`src/rtl/fifo_sync_core.sv`:
```
// Single-clock FIFO core: BITS-wide words, SIZE entries, registered flags, level and read data.
// Pointers carry one extra wrap bit so full and empty are told apart without a separate counter.
module fifo_sync_core #(
    parameter int unsigned BITS      = 32,
    parameter int unsigned SIZE      = 16,
    parameter int unsigned AFULL_TH  = SIZE - 2,
    parameter int unsigned AEMPTY_TH = 2
) (
    input  logic                    clk,
    input  logic                    rst,
    input  logic                    p_write_en,
    input  logic [BITS-1:0]         p_write_data,
    output logic                    p_write_full,
    output logic                    p_write_almost_full,
    input  logic                    p_read_en,
    output logic [BITS-1:0]         p_read_data,
    output logic                    p_read_empty,
    output logic                    p_read_almost_empty,
    output logic [$clog2(SIZE):0]   p_level
);

    localparam int unsigned ADDR = $clog2(SIZE);
    localparam int unsigned PW   = ADDR + 1;

    logic [BITS-1:0] mem [SIZE];
    logic [PW-1:0]   wptr;
    logic [PW-1:0]   rptr;
    logic [PW-1:0]   wptr_c;
    logic [PW-1:0]   rptr_c;
    logic [PW-1:0]   level_c;
    logic            wr_acc_c;
    logic            rd_acc_c;

    // Acceptance uses the registered flags; next pointers and level feed the flag registers.
    always_comb begin
        wr_acc_c = p_write_en && !p_write_full;
        rd_acc_c = p_read_en && !p_read_empty;
        wptr_c   = wptr + PW'(wr_acc_c);
        rptr_c   = rptr + PW'(rd_acc_c);
        level_c  = wptr_c - rptr_c;
    end

    always_ff @(posedge clk) begin
        if (rst) begin
            wptr                <= '0;
            rptr                <= '0;
            p_level             <= '0;
            p_read_empty        <= 1'b1;
            p_write_full        <= 1'b0;
            p_write_almost_full <= 1'b0;
            p_read_almost_empty <= 1'b1;
            p_read_data         <= '0;
        end else begin
            wptr                <= wptr_c;
            rptr                <= rptr_c;
            p_level             <= level_c;
            p_read_empty        <= (wptr_c == rptr_c);
            p_write_full        <= (wptr_c[ADDR-1:0] == rptr_c[ADDR-1:0]) &&
                                   (wptr_c[ADDR] != rptr_c[ADDR]);
            p_write_almost_full <= (level_c >= PW'(AFULL_TH));
            p_read_almost_empty <= (level_c <= PW'(AEMPTY_TH));
            if (rd_acc_c) begin
                p_read_data <= mem[rptr[ADDR-1:0]];
            end
        end
    end

    // Storage is never cleared; a write during reset is dropped like any other request.
    always_ff @(posedge clk) begin
        if (!rst && wr_acc_c) begin
            mem[wptr[ADDR-1:0]] <= p_write_data;
        end
    end

endmodule

```
`config.mk`:
```
export PLATFORM = sky130hd
export DESIGN_NAME = fifo_sync_core
export DESIGN_NICKNAME = d
export VERILOG_FILES = /design/src/rtl/fifo_sync_core.sv
export SDC_FILE = /design/constraint.sdc
export NUM_CORES = 1
export LEC_CHECK = 0
export ABC_AREA = 1
export CAP_MARGIN = 10
export CORE_ASPECT_RATIO = 0.8
export CORE_MARGIN = 8
export CORE_UTILIZATION = 55
export DETAILED_ROUTE_END_ITERATION = 8
export GPL_TIMING_DRIVEN = 0
export PLACE_DENSITY = 0.76
export RECOVER_POWER = 25
export SLEW_MARGIN = 25
export SYNTH_ARGS = -nofsm -noshare
export SYNTH_HDL_FRONTEND = slang
export SYNTH_SLANG_ARGS = --single-unit
```
`constraint.sdc`:
```
create_clock -name clk -period 3.02 [get_ports clk]
set_input_delay 0.906 -clock clk [delete_from_list [all_inputs] [get_ports clk]]
set_output_delay 0.906 -clock clk [all_outputs]
set_load 0.03 [all_outputs]
```
==> After elaboration in Yosys (flattened, before gate mapping) <==
Memory sizes are Yosys's and may differ from the RTL's. A register that Yosys moved wholly into a read port is not among the register bits.
Index checks and enable logic that the tools add are counted.
{ "word_totals": {"output_inout_bits": 41, "register_bits": 19, "ram_bits": 512, "mem_count": 1, "wordCells": 25} }
{ "memory_table": {"columns": ["memory", "words", "width", "rd", "rd_ports_with_merged_regs", "wr", "line_no", "text"], "rows": [
  ["mem", 16, 32, 1, 1, 1, "25", "logic [BITS-1:0] mem [SIZE];"]
]} }
{ "classes": {"magnitude_cmp": 2, "n_reduce_logical": 7, "add_sub_neg": 3, "n_eq_ne": 3, "muxes": 2} }
{ "ops": {"columns": ["cell", "n"], "rows": [
  ["adder 5 x 1 -> 5 bit", 2],
  ["== test 5 bit", 1],
  [">= comparator 5 x 4 -> 1 bit (second input constant)", 1],
  ["less-or-equal comparator 5 x 2 -> 1 bit (second input constant)", 1],
  ["subtractor 5 bit", 1],
  ["== test 4 bit", 1],
  ["logical AND 1 bit", 4],
  ["logical NOT 1 bit", 3],
  ["two-way mux 1 bit", 2],
  ["!= test 1 bit", 1]
]} }

==> Logic depth before layout (Yosys ltp) <==
Gate-level depths: netlist of run 1.
{ "depth": {"depth_word": 5, "depth_mapped": 18, "depth_no_buf": 16} }

==> Least setup slack after synthesis of run 1 <==
Ideal clock, no wire load.
{ "synth_timing": {"path_type": "in2reg", "from": "input rst", "to": "memory mem[0][0] (enable)", "setup_time_ns": 0.421, "t_arrival_ns": 2.788, "setup_slack_ns": -0.189, "cell_stages": 3, "t_required_ns": 2.599, "n_path_buf": 0, "cell_sequence": "nor3_1 > nand3_1 > nor2_1"} }
{ "synth_between": {"elab_chain_len": 4} }
{ "synth_rtl": {"columns": ["element", "line_no", "text"], "rows": [
  ["from (decl)", "10", "input logic rst,"],
  ["logical NOT 1 bit", "70", "if (!rst && wr_acc_c) begin"],
  ["logical AND 1 bit", "70", null],
  ["two-way mux 1 bit", "70", null],
  ["two-way mux 1 bit (implied by the code)", "71", "mem[wptr[ADDR-1:0]] <= p_write_data;"],
  ["to (decl)", "25", null]
]} }
Every way passes these cells.

==> Worst setup path in the final report of run 1 <==
{ "layout_timing": {"from": "input p_write_en", "to": "memory mem[10][5] (enable)"} }
{ "layout_between": {"elab_chain_len": 4} }
{ "layout_rtl": {"columns": ["element", "line_no", "text"], "rows": [
  ["from (decl)", "11", "input logic p_write_en,"],
  ["logical AND 1 bit", "36", "wr_acc_c = p_write_en && !p_write_full;"],
  ["logical AND 1 bit", "70", null],
  ["two-way mux 1 bit", "70", null],
  ["two-way mux 1 bit (implied by the code)", "71", null]
]} }
Every way passes these cells.

==> impl_results.md, run 1 <==
- Seq/Total Area, Yosys: 71.8%
- Die width: 244 um
- Post-layout min period: around 3 ns
- DR DRC count: 0
- Met3 WL post-DR: 7.71 mm
- R2R setup slack: between 0.4 and 0.5 ns
- IO buf count: 76
- Multi-input gate area: 5740 um2
- Dominant cells by area after synthesis: edfxtp_1 67%, nand2_1 15%, nand3_1 6.7%
- Row cnt: 66
- Syn nets: between 2,000 and 2,500
- Cell count after synthesis: 2,105
- Area Overhead vs Synth: 18.4%
- Io pins: 77
- Placed cell area: ~25,000 um2
- Syn_area_per_cell: between 10 and 15 um2
- Most frequent cells in the layout: 941 x nand2_1, 512 x edfxtp_1, 307 x nand3_1
- Initial Util: 56.0%
- Setup crit start kind: input port
- Final hold violation count: 0
- R2R Path End: mem[10][5]$_DFFE_PP_
- Req. time, crit path: roughly 3.3 ns
- Overall die area: between 40,000 and 50,000 um2
- Max-slew headroom: between 30% and 40%
- Drt wl/cell: 22.0 um
- FMAX: 331 MHz
- Area occupied by registers: about 16,000 um2
- First-pass GRT wire length: roughly 93 mm
- Post-synthesis cell area: between 20,000 and 25,000 um2
- Leakage dissipation: ~0.010 uW
- Layout cell share with drive strength beyond 1: a little over a tenth
- CTS Sinks: 563
- Met1 wire length: ~24 mm
- CP max FO: 18
- CTS root buf: clkbuf_16
- Status: finished with violations
- Inserted Clock Buffers: 53
- Final setup margin: -0.00382 ns
- Max incr delay on CP: 0.70 ns
- R2r worst-path depth: 4
- Total grt overflow: 0
- Power per cell area: 670 nW/um2
- WP buf/inv: 3
- Slowest-stage cell, CP: nor2_4
- Initial antenna violation count: 0
- Worst VDD drop: approximately 440 uV
- Cell area after layout: between 20,000 and 30,000 um2
- Yosys warnings: 0
- Final std cells w/o fill: around 2,900
- H-tree depth: 2
- Crit path kind: in2reg
- Pins over their slew limit: 0
- CTS tree: yes
- Max Used Layer: met4
- Hold Startpoint: p_read_data[25]$_SDFFE_PP0N_
- Tcrit/Tclk final: 100%
- Vias in the first global route: between 15,000 and 20,000
- Top cell type's share of synthesized area: 67.4%
- TritonRoute pass-1 iters: 6
- Failing checks: negative setup slack
- Arr. time, crit path: between 3 and 4 ns
- # fillers: between 2,000 and 3,000
- DR iter-0 viols: roughly 2,300
- Final wirelength: 63.1 mm
- CTS Buffer Depth: 3
- Vias per cell: 5.77
- Met2 routed WL: a little under 30 mm
- Die Ht: 198 um
- Final setup violation count: 2
- Worst Hold Path EP: p_read_data[25]$_SDFFE_PP0N_
- Placed instance count: ~2,700
- Final #Nets: roughly 2,300
- ANT nets after route: 0
- CTS clock-pin slew for the worst setup and hold paths: about 0.060 ns
- Total track usage: between 20% and 30%
- Hold Crit Class: reg2reg
- Max Cap Viol: 0
- Worst Hold Depth: 4
- Skew-Pair Late Insertion Delay: about 0.59 ns
- Via count: approximately 17,000
- Dpl hpwl: ~40 mm
- Element type at the critical path end: register
- Gp weighted congestion: ~0.83
- Core area: just over 40,000 um2
- Crit-path leading delay family: simple AND/OR/NAND/NOR gates
- CP Cell Sequence: clkdlybuf4s50_1 > inv_1 > nor3_1 > nand3_1 > nor2_4 > buf_16
- Flops & latches, synth: roughly 560
- Most common cell after layout, fill and taps aside: nand2_1
- Worst Skew: just under 0.02 ns
- Largest area contributor in the netlist: edfxtp_1
- Least-Margin Pin Slew: roughly 1.0 ns
- RR Startpoint: p_write_full$_SDFF_PP0_
- Largest net degree at the start of global routing: 20
- Antenna diodes: 0
- Unique masters post-synth: 20
==> synth_stat cells, drive strengths merged <==
cell type	n
clkinv	1
nand2	942
nand3	307
xnor2	1
ha	8
nor2	102
dfxtp	51
o21ai	1
clkbuf	11
inv	64
buf	99
nand4	4
edfxtp	512
nor3	2
==> registers in the layout, summed over array words and instances (netlist names) <==
signal,count
p_level,5
mem,512
rptr,5
p_read_almost_empty,1
p_read_data,32
wptr,5
p_write_full,1
p_read_empty,1
p_write_almost_full,1
==> where the power goes <==
part | switching [uW] | internal [uW]
sequential | 61.9 | 8640
combinational | 1750 | 765
clock | 2900 | 3990
==> metrics by stage <==
step	TNS [ns]	util (%)	hold slack (ns)	worst slack, ns	total power, uW
6_report	-0.00423	66.3	0.568	-0.00382	18100
4_1_cts	0	65.6	0.569	0.0379	18100
3_3_place_gp	-1097.86	59.5	0.542	-2.39	11200
3_5_place_dp	-166.72	61.1	0.552	-0.981	11300
5_1_grt	-1.80	66.3	0.610	-0.0659	18600
2_1_floorplan	-96.62	-	0.522	-0.189	10300
==> layer usage <==
layer	GRT usage, %	vias up
met3	5.09	158
li1	-	7426
met2	40.5	1180
met5	0	-
met4	8.82	0
met1	33.7	7817
==> what timing repair did <==
item | 4_1_cts | 5_1_grt
endpoints found under the hold margin | 0 | 0
resized for setup | 5 | 4
hold buffers | 0 | 0
endpoints found under the setup margin | 6 | 181
pin swaps | 0 | 8
setup buffers | 1 | 25
==> logic make-up after synthesis <==
logic type      Yosys count  synth area share (%)
fa+ha+maj                 8                 0.439
flops                   563                  71.8
simple gates           1357                  24.1
xor+xnor                  1                0.0384
compound gates            1                0.0219
buf+inv                 175                  3.57
==> worst max path at each step <==
stage                          start                             end  slack [ns]  cells past startpoint
after floorplan                  rst             mem[0][0]$_DFFE_PP_       -0.19                      3
after global placement    p_write_en             mem[4][5]$_DFFE_PP_       -2.39                      5
after detailed placement   p_read_en  p_write_almost_full$_SDFF_PP0_       -0.98                     17
after CTS                 p_write_en           mem[12][17]$_DFFE_PP_        0.04                      6
after global routing      p_write_en            mem[10][8]$_DFFE_PP_       -0.07                      6
final                     p_write_en            mem[10][5]$_DFFE_PP_      -0.004                      6
==> layout make-up <==
cell class,count,share of cell area [%]
multi-input cells,1367,21.2
repair buffers,124,5.85
clock buffers,80,5.73
well taps,544,2.52
inverters,65,0.903
plain buffers,110,2.18
flip-flops and latches,563,60.7
clock inverters,20,0.916
==> tightest hold or removal path, delay by kind of cell (launching register included) <==
| kind | cells | cell delay, ns |
|---|---|---|
| buffers and inverters | 1 | 0.04 |
| AND/OR/NAND/NOR | 3 | 0.19 |
| flip-flops | 1 | 0.32 |
Note: power is estimated with default switching activity, not from simulation.
==> run 2: changes to the inputs <==
--- a/config.mk
+++ b/config.mk
@@ -14,6 +14,7 @@
 export GPL_TIMING_DRIVEN = 0
 export PLACE_DENSITY = 0.76
 export RECOVER_POWER = 25
+export SKIP_CTS_REPAIR_TIMING = 1
 export SLEW_MARGIN = 25
 export SYNTH_ARGS = -nofsm -noshare
 export SYNTH_HDL_FRONTEND = slang
==> run 2 against run 1 <==
The run now ends clean. Clock-buffer cell count did not move. Flip-flop and latch count did not move. Global-route usage fell by 0.068 points. Critical path depth did not move. Clock skew fell by 0.00080 ns. Utilization barely moved. Setup slack improved by 0.0065 ns. Critical endpoint is now mem[1][9]$_DFFE_PP_.
==> impl_results.md, run 2 (same netlist as run 1, synthesis figures left out) <==
- Status: finished, final reports clean
- Total track usage: 25.0% (-0.068 points)
- Most frequent cells in the layout: 941 x nand2_1, 512 x edfxtp_1, 307 x nand3_1
- Crit-path leading delay family: simple AND/OR/NAND/NOR gates
- Worst Skew: 0.0185 ns (-0.000796 ns)
- Most common cell after layout, fill and taps aside: nand2_1
- Initial Util: 56.0% (unchanged)
- CTS clock-pin slew for the worst setup and hold paths: 0.06 ns (about the same)
- Met1 wire length: 24.3 mm (+1.9%)
- Pins over their slew limit: 0 (unchanged)
- TritonRoute pass-1 iters: 6 (unchanged)
- ANT nets after route: 0 (unchanged)
- Hold Crit Class: reg2reg
- Leakage dissipation: 0.0105 uW (about the same)
- DR iter-0 viols: 2,308 (+0.92%)
- Max incr delay on CP: 0.66 ns (-0.04 ns)
- Dpl hpwl: 40.0 mm (unchanged)
- DR DRC count: 0 (unchanged)
- Layout cell share with drive strength beyond 1: 10.6% (+0.038 points)
- CTS Sinks: 563 (unchanged)
- Worst VDD drop: 446 uV (+1.3%)
- Arr. time, crit path: 3.30 ns (about the same)
- Final wirelength: 63.0 mm (-0.13%)
- CTS Buffer Depth: 3 (unchanged)
- Area Overhead vs Synth: 18.5% (about the same)
- Total grt overflow: 0 (unchanged)
- Slowest-stage cell, CP: nor2_4
- Least-Margin Pin Slew: 1.02 ns (-0.0207 ns)
- Placed instance count: 2,747 (unchanged)
- WP buf/inv: 3 (unchanged)
- Initial antenna violation count: 0 (unchanged)
- Row cnt: 66 (unchanged)
- CP Cell Sequence: clkdlybuf4s50_1 > inv_1 > nor3_1 > nand3_1 > nor2_4 > buf_16
- Final core utilization: 66.3% (about the same)
- Area occupied by registers: 16,400 um2 (unchanged)
- CTS tree: yes
- Die Ht: 198 um (unchanged)
- First-pass GRT wire length: 92.4 mm (-0.16%)
- Max Used Layer: met4
- Element type at the critical path end: register
- CTS root buf: clkbuf_16
- Final hold violation count: 0 (unchanged)
- FMAX: 331 MHz (+0.22%)
- Die width: 244 um (unchanged)
- Power per cell area: 670 nW/um2 (about the same)
- Met3 WL post-DR: 7.22 mm (-6.4%)
- Skew-Pair Late Insertion Delay: 0.59 ns (about the same)
- Vias in the first global route: 15,888 (-0.082%)
- Met2 routed WL: 29.3 mm (-0.40%)
- Req. time, crit path: 3.30 ns (about the same)
- Final #Nets: 2,329 (+0.043%)
- Inserted Clock Buffers: 53 (unchanged)
- # fillers: 2,899 (unchanged)
- Final setup violation count: 0 (-2)
- Via count: 16,548 (-0.20%)
- Vias per cell: 5.76 (-0.23%)
- IO buf count: 76 (unchanged)
- Overall die area: 48,300 um2 (unchanged)
- Multi-input gate area: 5740 um2 (unchanged)
- H-tree depth: 2 (unchanged)
- Gp weighted congestion: 0.828 (unchanged)
- CP max FO: 19 (+1)
- Tcrit/Tclk final: 99.9% (-0.22 points)
- Antenna diodes: 0 (unchanged)
- Core area: 40,800 um2 (unchanged)
- Max Cap Viol: 0 (unchanged)
- Max-slew headroom: 32.3% (+1.4 points)
- Crit path kind: in2reg
- Largest net degree at the start of global routing: 20 (unchanged)
- Drt wl/cell: 21.9 um (-0.16%)
- Post-layout min period: 3.02 ns (-0.00650 ns)
- Final std cells w/o fill: 2,874 (+0.035%)
- Setup crit start kind: input port
- Max FFs per register: 512 (unchanged)
- Io pins: 77 (unchanged)
==> run 2: changes by cell type in the layout (fill, tap and decap cells not counted), sizes merged <==
cell / delta
buf: +1
==> run 2: worst paths after layout <==
path	startpoint	to	slack, ns	cells past startpoint
worst min register to register	p_read_data[25]$_SDFFE_PP0N_	p_read_data[25]$_SDFFE_PP0N_	0.57	4
worst max register to register	p_write_full$_SDFF_PP0_	mem[1][9]$_DFFE_PP_	0.45	4
worst max-delay path	p_write_en	mem[1][9]$_DFFE_PP_	0.003	6
worst min-delay path	p_read_data[25]$_SDFFE_PP0N_	p_read_data[25]$_SDFFE_PP0N_	0.57	4
==> run 2: cell type report <==
class	instances	area share, %
timing repair buffer	125	5.88
multi-input combinational	1367	21.2
tap	544	2.52
inverter	65	0.902
sequential	563	60.6
clock inverter	20	0.916
clock buffer	80	5.73
buffer	110	2.17
==> run 2: worst min-delay path, cell delays in order, from the launching register on <==
cell and delay, ns:
dfxtp_1 0.32, nor2_1 0.05, nor2_1 0.08, nand2_1 0.05
inv_1 0.04
==> run 2: power breakdown <==
| part | switching [uW] | internal [uW] |
|---|---|---|
| sequential | 62.1 | 8640 |
| clock | 2910 | 3990 |
| combinational | 1750 | 767 |
==> run 2: per-stage QoR <==
step | TNS [ns] | power (uW) | cell area, um2 | setup slack, ns | hold slack (ns)
global placement | -1097.86 | 11200 | 24300 | -2.39 | 0.542
global route | -1.54 | 18600 | 27000 | -0.0560 | 0.610
detailed placement | -166.72 | 11300 | 24900 | -0.981 | 0.552
finish | 0 | 18100 | 27000 | 0.00269 | 0.568
floorplan | -96.62 | 10300 | 22800 | -0.189 | 0.522
CTS | -1.26 | 18100 | 26700 | -0.375 | 0.569
==> run 2: per-layer routing <==
metal	global-route usage (%)	up-vias
met5	0	-
met4	8.51	0
met3	5.16	175
met2	40.5	1105
met1	33.6	7847
li1	-	7421
==> run 3: changes to the inputs <==
--- a/config.mk
+++ b/config.mk
@@ -9,10 +9,9 @@
 export CAP_MARGIN = 10
 export CORE_ASPECT_RATIO = 0.8
 export CORE_MARGIN = 8
-export CORE_UTILIZATION = 55
+export CORE_UTILIZATION = 45
 export DETAILED_ROUTE_END_ITERATION = 8
 export GPL_TIMING_DRIVEN = 0
-export PLACE_DENSITY = 0.76
 export RECOVER_POWER = 25
 export SKIP_CTS_REPAIR_TIMING = 1
 export SLEW_MARGIN = 25
==> run 3 against run 2 <==
Global-route usage shrank 3.6 points. Clock-buffer cell count grew 9. Combinational power shrank 2%. Hold slack lost 0.0041 ns. Die area grew 21%. Via count shrank 5.2%. Highest routed layer unchanged. Routed wire length shrank 0.62%. Register-to-register slack gained 0.09 ns. Sequential power is essentially flat.
==> impl_results.md, run 3 (same netlist as run 1, synthesis figures left out) <==
- RR Startpoint: p_write_full$_SDFF_PP0_
- Antenna diodes: 0 (unchanged)
- Placed instance count: 2,891 (+5.2%)
- Hold Startpoint: p_read_data[26]$_SDFFE_PP0N_
- R2R setup slack: 0.54 ns (+0.09 ns)
- Largest net degree at the start of global routing: 21 (+5.0%)
- Dpl hpwl: 42.1 mm (+5.4%)
- Final wirelength: 62.6 mm (-0.62%)
- Io pins: 77 (unchanged)
- Final #Nets: 2,311 (-0.77%)
- Leakage dissipation: 0.0104 uW (-1.1%)
- CTS root buf: clkbuf_16
- Initial Util: 45.2% (-11 points)
- Final std cells w/o fill: 2,996 (+4.2%)
- Met3 WL post-DR: 4.82 mm (-33%)
- Vias in the first global route: 15,179 (-4.5%)
- First-pass GRT wire length: 93.5 mm (+1.2%)
- Via count: 15,692 (-5.2%)
- Tcrit/Tclk final: 97.0% (-2.9 points)
- Skew-Pair Late Insertion Delay: 0.59 ns (about the same)
- Req. time, crit path: 3.32 ns (+0.02 ns)
- H-tree depth: 2 (unchanged)
- Tot Pwr: 17,900 uW (-1.1%)
- Max Cap Viol: 0 (unchanged)
- Layout cell share with drive strength beyond 1: 9.30% (-1.3 points)
- Worst Skew: 0.00963 ns (-0.00887 ns)
- TritonRoute pass-1 iters: 5 (-1)
- Power per cell area: 663 nW/um2 (-1.1%)
- Final hold violation count: 0 (unchanged)
- CP max FO: 17 (-2)
- FMAX: 341 MHz (+3.0%)
- CTS tree: yes
- IO buf count: 76 (unchanged)
- R2R Path End: mem[3][8]$_DFFE_PP_
- Initial antenna violation count: 0 (unchanged)
- Drt wl/cell: 20.9 um (-4.7%)
- Total track usage: 21.4% (-3.6 points)
- Met2 routed WL: 28.2 mm (-3.6%)
- CTS clock-pin slew for the worst setup and hold paths: 0.06 ns (about the same)
- Total grt overflow: 0 (unchanged)
- Most frequent cells in the layout: 941 x nand2_1, 512 x edfxtp_1, 307 x nand3_1
- Worst VDD drop: 416 uV (-6.7%)
- CP Capture Point: mem[3][8]$_DFFE_PP_
- Dpl ws: -0.929 ns (+0.0513 ns)
- Pins over their slew limit: 0 (unchanged)
- ANT nets after route: 0 (unchanged)
- Overall die area: 58,200 um2 (+21%)
- Crit path kind: in2reg
- Element type at the critical path end: register
- Crit path from: p_write_en
- Max Used Layer: met4
- CTS Sinks: 563 (unchanged)
- Unrepaired setup endpoints after global routing: no
- Die Ht: 217 um (+9.7%)
- Final setup margin: 0.0893 ns (+0.0866 ns)
- Area Overhead vs Synth: 18.5% (about the same)
- Status: finished, final reports clean
- Vias per cell: 5.24 (-9.0%)
- Least-Margin Pin Slew: 0.993 ns (-0.0228 ns)
- Slowest-stage cell, CP: nor2_4
- CP Cell Sequence: clkdlybuf4s50_1 > inv_1 > nor3_1 > nand3_1 > nor2_4 > buf_16
- Gp weighted congestion: 0.818 (-1.3%)
- Post-layout min period: 2.93 ns (-0.0866 ns)
- Core area: 50,600 um2 (+24%)
- Max-slew headroom: 33.8% (+1.5 points)
- Row cnt: 74 (+12%)
- Max incr delay on CP: 0.72 ns (+0.06 ns)
- Arr. time, crit path: 3.23 ns (-0.07 ns)
- WHS: 0.564 ns (-0.00407 ns)
- Setup crit start kind: input port
- DR DRC count: 0 (unchanged)
- Die width: 268 um (+9.9%)
- Inserted Clock Buffers: 55 (+3.8%)
- Met1 wire length: 27.8 mm (+14%)
- CTS Buffer Depth: 3 (unchanged)
- DR iter-0 viols: 1,694 (-27%)
- Final setup violation count: 0 (unchanged)
- Hold Crit Class: reg2reg
- R2r worst-path depth: 4 (unchanged)
- Most common cell after layout, fill and taps aside: nand2_1
- Max FFs per register: 512 (unchanged)
## run 3: changes by cell type in the layout (fill, tap and decap cells not counted), moves of 2 or more
cell / previous run / this run
buf_12: 11 / 5
buf_16: 15 / 22
buf_4: 33 / 16
buf_8: 4 / 0
bufinv_16: 5 / 3
clkbuf_1: 28 / 36
clkbuf_16: 55 / 57
clkinv_1: 2 / 7
clkinv_2: 7 / 2
inv_6: 3 / 0
## run 3: worst max-delay path, delay by kind of cell
family / cells / cell delay (ns)
and+or+nand+nor: 3 / 1.53
buffers and inverters: 3 / 0.76
## run 3: area by class of cell
| cell class | count | area [um2] |
|---|---|---|
| Inverter | 65 | 244 |
| Fill cell | 4275 | 23500 |
| Tap cell | 684 | 856 |
| Multi-Input combinational cell | 1367 | 5740 |
| Sequential cell | 563 | 16400 |
| Clock buffer | 89 | 1620 |
| Timing Repair Buffer | 105 | 1470 |
| Clock inverter | 13 | 139 |
| Buffer | 110 | 593 |
## run 3: stage by stage
| stage | cell area [um2] | setup TNS (ns) | util, % |
|---|---|---|---|
| after CTS | 27000 | -0.944 | 53.4 |
| final | 27100 | 0 | 53.5 |
| after floorplan | 22800 | -96.62 | - |
| after global placement | 24400 | -1186.90 | 48.3 |
| after detailed placement | 25200 | -152.76 | 49.9 |
| after global routing | 27100 | 0 | 53.5 |
## run 3: worst min-delay path by stage
stage                                         endpoint  slack (ns)  cells after the start
after floorplan                     wptr[4]$_SDFF_PP0_        0.52                      3
after global placement    p_read_data[20]$_SDFFE_PP0N_        0.55                      4
after detailed placement  p_read_data[10]$_SDFFE_PP0N_        0.56                      4
after CTS                 p_read_data[25]$_SDFFE_PP0N_        0.57                      4
after global routing       p_read_data[5]$_SDFFE_PP0N_        0.60                      4
final                     p_read_data[26]$_SDFFE_PP0N_        0.56                      4
## run 3: layer usage
| metal | vias to the layer above | GRT usage [%] |
|---|---|---|
| met5 | - | 0 |
| li1 | 7385 | - |
| met2 | 627 | 33.9 |
| met4 | 0 | 6.81 |
| met1 | 7573 | 30.3 |
| met3 | 107 | 3.28 |
## run 3: power by group
part,switching [uW],internal (uW),total (uW)
Clock,2850,3900,6750
Sequential,60.7,8650,8710
Combinational,1710,760,2470
Total,4620,13300,17900
